[src/rtl/bcd_pkg.sv]
`default_nettype none
// ============================================================================
//  Module      : bcd_pkg
//  Description : Shared types and constants for the binary-to-BCD converter.
//  Revision    : 1.0 - initial release
// ============================================================================
package bcd_pkg;

  // Number of BCD digits produced and the largest value they can show.
  localparam int BCD_DIGITS = 4;
  localparam int BCD_MAX    = 9999;

  typedef logic [3:0] bcd_digit_t;

  // Converter sequencing states.
  typedef enum logic [1:0] {
    ST_IDLE  = 2'd0,
    ST_SHIFT = 2'd1,
    ST_DONE  = 2'd2
  } state_t;

endpackage : bcd_pkg
`default_nettype wire

[src/rtl/bcd_add3.sv]
`default_nettype none
// ============================================================================
//  Module      : bcd_add3
//  Description : Double-dabble correction for one BCD nibble: adds 3 when the
//                nibble is 5 or more, so the following left shift carries
//                correctly into the next decimal digit.
//  Revision    : 1.0 - initial release
// ============================================================================
module bcd_add3
  import bcd_pkg::*;
(
  input  bcd_digit_t nib_in,
  output bcd_digit_t nib_out
);

  // Plain 4-bit add; a valid BCD nibble (0..9) never carries out after +3.
  always_comb begin
    nib_out = nib_in;
    if (nib_in >= 4'd5) begin
      nib_out = nib_in + 4'd3;
    end
  end

endmodule : bcd_add3
`default_nettype wire

[src/rtl/bin_to_bcd_seq.sv]
`default_nettype none
// ============================================================================
//  Module      : bin_to_bcd_seq
//  Description : Sequential double-dabble converter. One shift/add-3 step per
//                clock turns an unsigned WIDTH-bit value into four BCD digits.
//                Inputs above MAX_VALUE saturate and raise overflow. Digits
//                are registered and only updated once a conversion completes.
//                WIDTH is expected in the range 14..16.
//  Revision    : 1.0 - initial release
// ============================================================================
module bin_to_bcd_seq
  import bcd_pkg::*;
#(
  parameter int WIDTH     = 14,
  parameter int MAX_VALUE = BCD_MAX
) (
  input  logic             clk,
  input  logic             s_rst,
  input  logic             start,
  input  logic [WIDTH-1:0] bin_in,
  output logic             ready,
  output logic             done,
  output logic             overflow,
  output logic [3:0]       digit_0,
  output logic [3:0]       digit_1,
  output logic [3:0]       digit_2,
  output logic [3:0]       digit_3
);

  localparam int               c_bcd_w = BCD_DIGITS * 4;
  localparam logic [4:0]       c_iter  = 5'(WIDTH);
  localparam logic [WIDTH-1:0] c_max   = WIDTH'(MAX_VALUE);

  // Registered state
  state_t             state_q,    state_d;
  logic               ready_q,    ready_d;
  logic               done_q,     done_d;
  logic               overflow_q, overflow_d;
  logic [c_bcd_w-1:0] bcd_q,      bcd_d;
  logic [WIDTH-1:0]   op_q,       op_d;
  logic [4:0]         cnt_q,      cnt_d;
  logic [c_bcd_w-1:0] digits_q,   digits_d;

  // Combinational helpers
  logic [c_bcd_w-1:0] w_bcd_adj;
  logic [WIDTH-1:0]   w_sat;
  logic               w_ovf;
  logic               w_unused_msb;

  // Saturate the incoming operand at the accepting edge.
  assign w_ovf = (bin_in > c_max);
  assign w_sat = w_ovf ? c_max : bin_in;

  // Add-3 correction on every scratch nibble before the shift.
  for (genvar gi = 0; gi < BCD_DIGITS; gi++) begin : g_add3
    bcd_add3 u_add3 (
      .nib_in  (bcd_q[gi*4 +: 4]),
      .nib_out (w_bcd_adj[gi*4 +: 4])
    );
  end

  // The bit shifted out of the top nibble is always zero for in-range operands.
  assign w_unused_msb = w_bcd_adj[c_bcd_w-1];

  // Next-state and datapath decode for the IDLE -> SHIFT -> DONE sequence.
  always_comb begin
    state_d    = state_q;
    done_d     = 1'b0;
    overflow_d = overflow_q;
    bcd_d      = bcd_q;
    op_d       = op_q;
    cnt_d      = cnt_q;
    digits_d   = digits_q;

    case (state_q)
      ST_IDLE: begin
        if (start) begin
          op_d       = w_sat;
          overflow_d = w_ovf;
          bcd_d      = '0;
          cnt_d      = '0;
          state_d    = ST_SHIFT;
        end
      end
      ST_SHIFT: begin
        if (cnt_q == c_iter) begin
          // All iterations done: publish digits together with the done pulse.
          digits_d = bcd_q;
          done_d   = 1'b1;
          state_d  = ST_DONE;
        end else begin
          bcd_d = {w_bcd_adj[c_bcd_w-2:0], op_q[WIDTH-1]};
          op_d  = {op_q[WIDTH-2:0], 1'b0};
          cnt_d = cnt_q + 5'd1;
        end
      end
      ST_DONE: begin
        state_d = ST_IDLE;
      end
      default: begin
        state_d = ST_IDLE;
      end
    endcase

    // ready is registered so it carries no path from start.
    ready_d = (state_d == ST_IDLE);
  end

  // State and output registers; reset discards any conversion in flight.
  always_ff @(posedge clk) begin
    if (s_rst) begin
      state_q    <= ST_IDLE;
      ready_q    <= 1'b1;
      done_q     <= 1'b0;
      overflow_q <= 1'b0;
      bcd_q      <= '0;
      op_q       <= '0;
      cnt_q      <= '0;
      digits_q   <= '0;
    end else begin
      state_q    <= state_d;
      ready_q    <= ready_d;
      done_q     <= done_d;
      overflow_q <= overflow_d;
      bcd_q      <= bcd_d;
      op_q       <= op_d;
      cnt_q      <= cnt_d;
      digits_q   <= digits_d;
    end
  end

  assign ready    = ready_q;
  assign done     = done_q;
  assign overflow = overflow_q;
  assign digit_0  = digits_q[3:0];
  assign digit_1  = digits_q[7:4];
  assign digit_2  = digits_q[11:8];
  assign digit_3  = digits_q[15:12];

endmodule : bin_to_bcd_seq
`default_nettype wire
[config.mk]
export PLATFORM = sky130hd
export DESIGN_NAME = bin_to_bcd_seq
export DESIGN_NICKNAME = d
export VERILOG_FILES = /design/src/rtl/bcd_pkg.sv /design/src/rtl/bcd_add3.sv /design/src/rtl/bin_to_bcd_seq.sv
export SDC_FILE = /design/constraint.sdc
export NUM_CORES = 1
export LEC_CHECK = 0
export ABC_AREA = 1
export CAP_MARGIN = 30
export CELL_PAD_IN_SITES_DETAIL_PLACEMENT = 0
export CELL_PAD_IN_SITES_GLOBAL_PLACEMENT = 1
export CORE_MARGIN = 2
export CORE_UTILIZATION = 40
export CTS_CLUSTER_DIAMETER = 30
export DETAILED_ROUTE_END_ITERATION = 8
export PLACE_DENSITY = 0.91
export SLEW_MARGIN = 5
export SYNTH_ARGS = -nofsm -noshare
export SYNTH_HDL_FRONTEND = slang
export SYNTH_HIERARCHICAL = 1
export SYNTH_SLANG_ARGS = --single-unit
[constraint.sdc]
create_clock -name clk -period 2.2 [get_ports clk]
set_clock_uncertainty 0.2 [all_clocks]
set_input_delay 0.22 -clock clk [delete_from_list [all_inputs] [get_ports clk]]
set_output_delay 0.22 -clock clk [all_outputs]
set_load 0.03 [all_outputs]
Word-level counts from Yosys, hierarchy flattened

Index checks and enable logic that the tools add are counted.

$add $sub $neg: 5
Order comparisons: 5
Eq/ne operators: 4
Multiplexer cells: 18
Bitwise operators: 1
Reductions and logical operators: 7

Operators with widths:

| cell                                                                                | number |
|---|---|
| 14-bit two-way mux                                                                  | 3 |
| 16-bit two-way mux                                                                  | 2 |
| 16-bit one-hot mux with 2 select lines                                              | 1 |
| 14-bit one-hot mux with 2 select lines                                              | 1 |
| 4-bit by 3-bit greater-or-equal comparator with 1-bit output, second input constant | 4 |
| 14-bit > comparator, second input constant                                          | 1 |
| 4-bit by 2-bit adder with 4-bit output, second input constant                       | 3 |
| 4-bit two-way mux                                                                   | 3 |
| 5-bit two-way mux                                                                   | 2 |
| 5-bit one-hot mux with 2 select lines                                               | 1 |
| 5-bit by 1-bit adder with 5-bit output, second input constant                       | 1 |
| 5-bit by 4-bit == test with 1-bit output, second input constant                     | 1 |
| 2-bit logical NOT                                                                   | 2 |
| 2-bit two-way mux                                                                   | 2 |
| 2-bit != test, second input constant                                                | 2 |
| 2-bit one-hot mux with 2 select lines                                               | 1 |
| 2-bit AND reduction                                                                 | 2 |
| 3-bit by 2-bit adder with 3-bit output, second input constant                       | 1 |
| 3-bit two-way mux                                                                   | 1 |
| 3-bit AND reduction                                                                 | 1 |
| 2-bit by 1-bit == test with 1-bit output, second input constant                     | 1 |
| 2-bit nonzero test                                                                  | 1 |
| 2-bit OR reduction                                                                  | 1 |
| 1-bit two-way mux                                                                   | 1 |
| 1-bit inverter                                                                      | 1 |

Bits in registers: 56
Output and inout bits: 19
Word-level logic and storage cells: 48

Logic depth before layout (Yosys ltp)

Depth in word-level cells: 4
Depth in mapped cells: 9
Depth with buffers taken out: 9

Cells and area by module

The synthesis kept the hierarchy.

Modules (own cells, without submodules):

| module         | instances | cells each | area an instance (sq um) |
|---|---|---|---|
| bin_to_bcd_seq | 1         | 310        | 2318.5 |
| bcd_add3       | 4         | 23         | 135.1 |

Least setup slack after synthesis

Ideal clock, no wire load.

Path type: register to register
Start: register cnt_q[0]
End: register bcd_q[3]
Library setup time: 0.070 ns
Data arrival time: 1.252 ns
Slack: 0.678 ns
Cell stages (with the launch flop): 9
Path buffers: 1
Cells stage by stage: dfxtp_1 > inv_1 > ha_1 > nand3_4 > nand2_4 > inv_2 > buf_2 > nand2_1 > a21oi_1

Word-level cells in the longest chain between the ends: 3

Ends and longest elaborated chain:

| element                                  | line                  | RTL |
|---|---|---|
| start, declared                          | bin_to_bcd_seq.sv:41  | `logic [4:0] cnt_q, cnt_d;` |
| start signal, assigned                   | bin_to_bcd_seq.sv:127 | `cnt_q <= cnt_d;` |
| 5-bit by 4-bit == test with 1-bit output | bin_to_bcd_seq.sv:86  | `if (cnt_q == c_iter) begin` |
| 2-bit != test (no line)                  | --                    |  |
| 3-bit AND reduction (no line)            | --                    |  |
| end signal, assigned                     | bin_to_bcd_seq.sv:116 | `bcd_q <= '0;` |
| end signal, assigned                     | bin_to_bcd_seq.sv:125 | `bcd_q <= bcd_d;` |
| end, declared                            | bin_to_bcd_seq.sv:39  | `logic [c_bcd_w-1:0] bcd_q, bcd_d;` |

No other way between the ends.
A chain may end at the register's enable or synchronous reset.

Worst setup path after layout

Start: register cnt_q[0]
End: register op_q[5]

Word-level cells in the longest chain between the ends: 3

Ends and longest elaborated chain:

| element                                  | line                  | RTL |
|---|---|---|
| 5-bit by 4-bit == test with 1-bit output | bin_to_bcd_seq.sv:86  |  |
| 2-bit != test (no line)                  | --                    |  |
| 3-bit AND reduction (no line)            | --                    |  |
| end signal, assigned                     | bin_to_bcd_seq.sv:126 | `op_q <= op_d;` |
| end, declared                            | bin_to_bcd_seq.sv:40  | `logic [WIDTH-1:0] op_q, op_d;` |

No other way between the ends.

==> flow_summary_export.csv <==
group,metric,value,unit
outcome,run_status,"completed",
synthesis,yosysWarnings,6,
cts,cts_buffers,5,
power_and_ir_drop,power.density_cell_area,561,nW/um^2
global_route,first_global_vias,2223,
finish,drive_gt1_frac,0.103,
floorplanning,start_util,0.415,
cts,post_cts.repair.setup_buffers,0,
placed_design,dpl.hpwl,3880,microns
timing,slew_violations,0,
placed_design,place.detailed.instances,515,
min_path,hold_path_class,"reg2reg",
timing,fin_setup_tns,0,ns
timing,post-route-period-util,0.819,
timing,grt_setup_unrepaired,"false",
synthesis,netlist_instances,397,
floorplanning,fp.dieArea,7770,sq um
worst_setup_path,critical-path-slowest-cell,"sky130_fd_sc_hd__dfxtp_1",
drt,route.antenna.remaining_nets,0,
floorplanning,io_pins,36,
global_route,first_pass_grt_wire_length,9920,microns
drt,drt-pass1-iter-count,5,
cts,cts.sink_count,56,
finish,sequential_cell_area,1120,sq um
cts,htreeDepth,2,
power_and_ir_drop,post-layout-total-power,1860,uW
worst_setup_path,worstSetupStartpointType,"register",
drt,vias,2428,
worst_setup_path,r2r-end,"op_q[5]$_SDFFE_PP0P_",
worst_setup_path,crit_path_end,"op_q[5]$_SDFFE_PP0P_",
worst_setup_path,path_cells,"inv_1 -> ha_1 -> nand3_4 -> nand2_4 -> nand2_4 -> inv_6 -> nor2_1 -> a21oi_1",
placed_design,post-place-ws,0.419,ns
worst_setup_path,critPathLaunch,"cnt_q[0]$_SDFFE_PP0P_",
floorplanning,core-area,6830,sq um
drt,route.detailed.vias_per_inst,4.64,
placed_design,place.port_buffers,35,
timing,tightest_slew,0.436,ns
timing,clock.fmax,555,MHz
timing,setup-violations-final,0,
worst_setup_path,signal_arrival_time_at_the_worst_endpoint,1.81,ns
cts,post_cts_resized,0,
power_and_ir_drop,irDropWorstVdd,0.306,mV
worst_setup_path,crit_buf_inv,2,
timing,worst_slew_margin_rel,0.709,
worst_setup_path,setup.worst_path.class,"reg2reg",
run,drv_cap,0,
finish,antenna-diode-count,0,
worst_setup_path,r2r.worst_path.cells,8,
floorplanning,count_of_standard_cell_rows,30,
floorplanning,die-width,88.2,microns
worst_setup_path,crit_required,2.21,ns
global_route,antenna_violations_before_repair,0,
cts,clock_tree.buffer_depth,2,
timing,final.setup.worst_slack,0.398,ns
synthesis,postSynthAreaPerCell,7.14,sq um
worst_setup_path,rrSetupSlack,0.40,ns
finish,stdcell_count,523,
power_and_ir_drop,leakage_power,0.00125,uW
drt,wl_per_cell,11.1,microns
synthesis,postSynthNetCount,424,
finish,fillers,707,
worst_setup_path,critical_path_cell_count,8,
drt,totalWireLength,5820,microns
worst_setup_path,timing.rr.start,"cnt_q[0]$_SDFFE_PP0P_",
global_route,grt_max_degree,28,
finish,layout-area-overhead-vs-synth,17.4,%
finish,nNetsFinal,453,
cts,cts_root_buf,"sky130_fd_sc_hd__clkbuf_8",
finish,multi_input_area,1470,sq um
global_route,grt_util_all_layers,0.157,
placed_design,gpl_wtd_cong,0.831,
cts,ctsHoldBuffers,0,
timing,finalHoldViolCount,0,
synthesis,synthesis.area,2830,sq um
worst_setup_path,setup.worst_path.end_class,"register",
worst_setup_path,critical_path.max_fanout,27,
timing,final_critical_period,1.80,ns
drt,drc,0,
cts,path_clk_slew,0.10,ns
floorplanning,fp.dieH,88.2,microns
worst_setup_path,critical_path.top_delay_family,"simple AND/OR/NAND/NOR gates",
worst_setup_path,cpPeakStageDelay,0.40,ns
drt,first_iter_violations,138,
worst_setup_path,worst_path_most_repeated_cell,"sky130_fd_sc_hd__nand2_4",
global_route,grt_remaining_overflow,0,
cts,tritoncts,"built",
cts,clkLatencyLatePin,0.31,ns
## per-layer routing
layer | part of all wire | routed length, microns | track usage | vias to the layer above
met5 | 0 | 0 | 0 | -
met4 | 0.011 | 63 | 0.0441 | 0
met3 | 0.032 | 184 | 0.0254 | 7
met2 | 0.47 | 2730 | 0.256 | 34
met1 | 0.49 | 2840 | 0.217 | 1075
li1 | - | - | - | 1312
## per-stage QoR
stage / hold WS (ns) / area [sq um] / utilization
floorplan: 0.136 / 2830 / -
global placement: 0.255 / 3240 / 0.474
detailed placement: 0.254 / 3240 / 0.474
CTS: 0.270 / 3330 / 0.487
global route: 0.295 / 3330 / 0.487
finish: 0.265 / 3330 / 0.487
## how the worst min path moves through the flow
stage | startpoint | endpoint | slack [ns] | depth (start not counted)
2_1_floorplan | start | ready$_SDFF_PP1_ | 0.14 | 1
3_3_place_gp | op_q[0]$_SDFFE_PP0P_ | op_q[0]$_SDFFE_PP0P_ | 0.25 | 2
3_5_place_dp | op_q[13]$_SDFFE_PP0P_ | bcd_q[0]$_SDFFE_PP0P_ | 0.25 | 2
4_1_cts | op_q[0]$_SDFFE_PP0P_ | op_q[0]$_SDFFE_PP0P_ | 0.27 | 2
5_1_grt | bcd_q[15]$_SDFFE_PP0P_ | bcd_q[15]$_SDFFE_PP0P_ | 0.29 | 2
6_report | op_q[0]$_SDFFE_PP0P_ | op_q[0]$_SDFFE_PP0P_ | 0.27 | 2
## report_power, final
group	switching [uW]	internal [uW]
clock network	342	228
logic	141	85.6
registers	18.4	1050
## cell usage in the layout, fill, tap and decap left out
| cell type | n |
|---|---|
| sky130_fd_sc_hd__buf_4 | 3 |
| sky130_fd_sc_hd__clkinv_2 | 1 |
| sky130_fd_sc_hd__nor2_1 | 70 |
| sky130_fd_sc_hd__o21ai_2 | 4 |
| sky130_fd_sc_hd__nand3_1 | 10 |
| sky130_fd_sc_hd__clkbuf_1 | 1 |
| sky130_fd_sc_hd__nand4_1 | 1 |
| sky130_fd_sc_hd__ha_1 | 10 |
| sky130_fd_sc_hd__a21oi_1 | 35 |
| sky130_fd_sc_hd__buf_12 | 1 |
| sky130_fd_sc_hd__clkdlybuf4s50_1 | 35 |
| sky130_fd_sc_hd__dfxtp_1 | 56 |
| sky130_fd_sc_hd__xor2_1 | 2 |
| sky130_fd_sc_hd__clkinvlp_4 | 1 |
| sky130_fd_sc_hd__or2_1 | 3 |
| sky130_fd_sc_hd__inv_1 | 25 |
| sky130_fd_sc_hd__a21oi_2 | 3 |
| sky130_fd_sc_hd__nand2_4 | 2 |
| sky130_fd_sc_hd__clkinv_4 | 1 |
| sky130_fd_sc_hd__o211ai_1 | 1 |
| sky130_fd_sc_hd__inv_6 | 1 |
| sky130_fd_sc_hd__nand2_1 | 90 |
| sky130_fd_sc_hd__or2_2 | 1 |
| sky130_fd_sc_hd__nand3_4 | 1 |
| sky130_fd_sc_hd__nor2_4 | 10 |
| sky130_fd_sc_hd__nand2_2 | 4 |
| sky130_fd_sc_hd__inv_2 | 5 |
| sky130_fd_sc_hd__or2_0 | 3 |
| sky130_fd_sc_hd__o21ai_0 | 41 |
| sky130_fd_sc_hd__inv_4 | 1 |
| sky130_fd_sc_hd__clkbuf_8 | 5 |
## sequential cells by signal, indices dropped and copies added (netlist names)
name	flops
bcd_q	16
state_q	2
done	1
digits_q	16
ready	1
cnt_q	5
overflow	1
op_q	14
## area by class of cell
class / count / area share
well taps: 96 / 0.0361
inverters: 33 / 0.0399
repair buffers: 39 / 0.118
clock inverters: 2 / 0.00489
clock buffers: 6 / 0.0218
flip-flops and latches: 56 / 0.337
multi-input cells: 291 / 0.442
## worst reg2reg max path: cells and delay by family (launching register included)
family          cells  cell delay (ns)
compound gates      1             0.07
fa+ha+maj           1             0.23
buf+inv             2             0.21
flops               1             0.40
simple gates        4             0.58
Power figures use the tool's default switching activity.
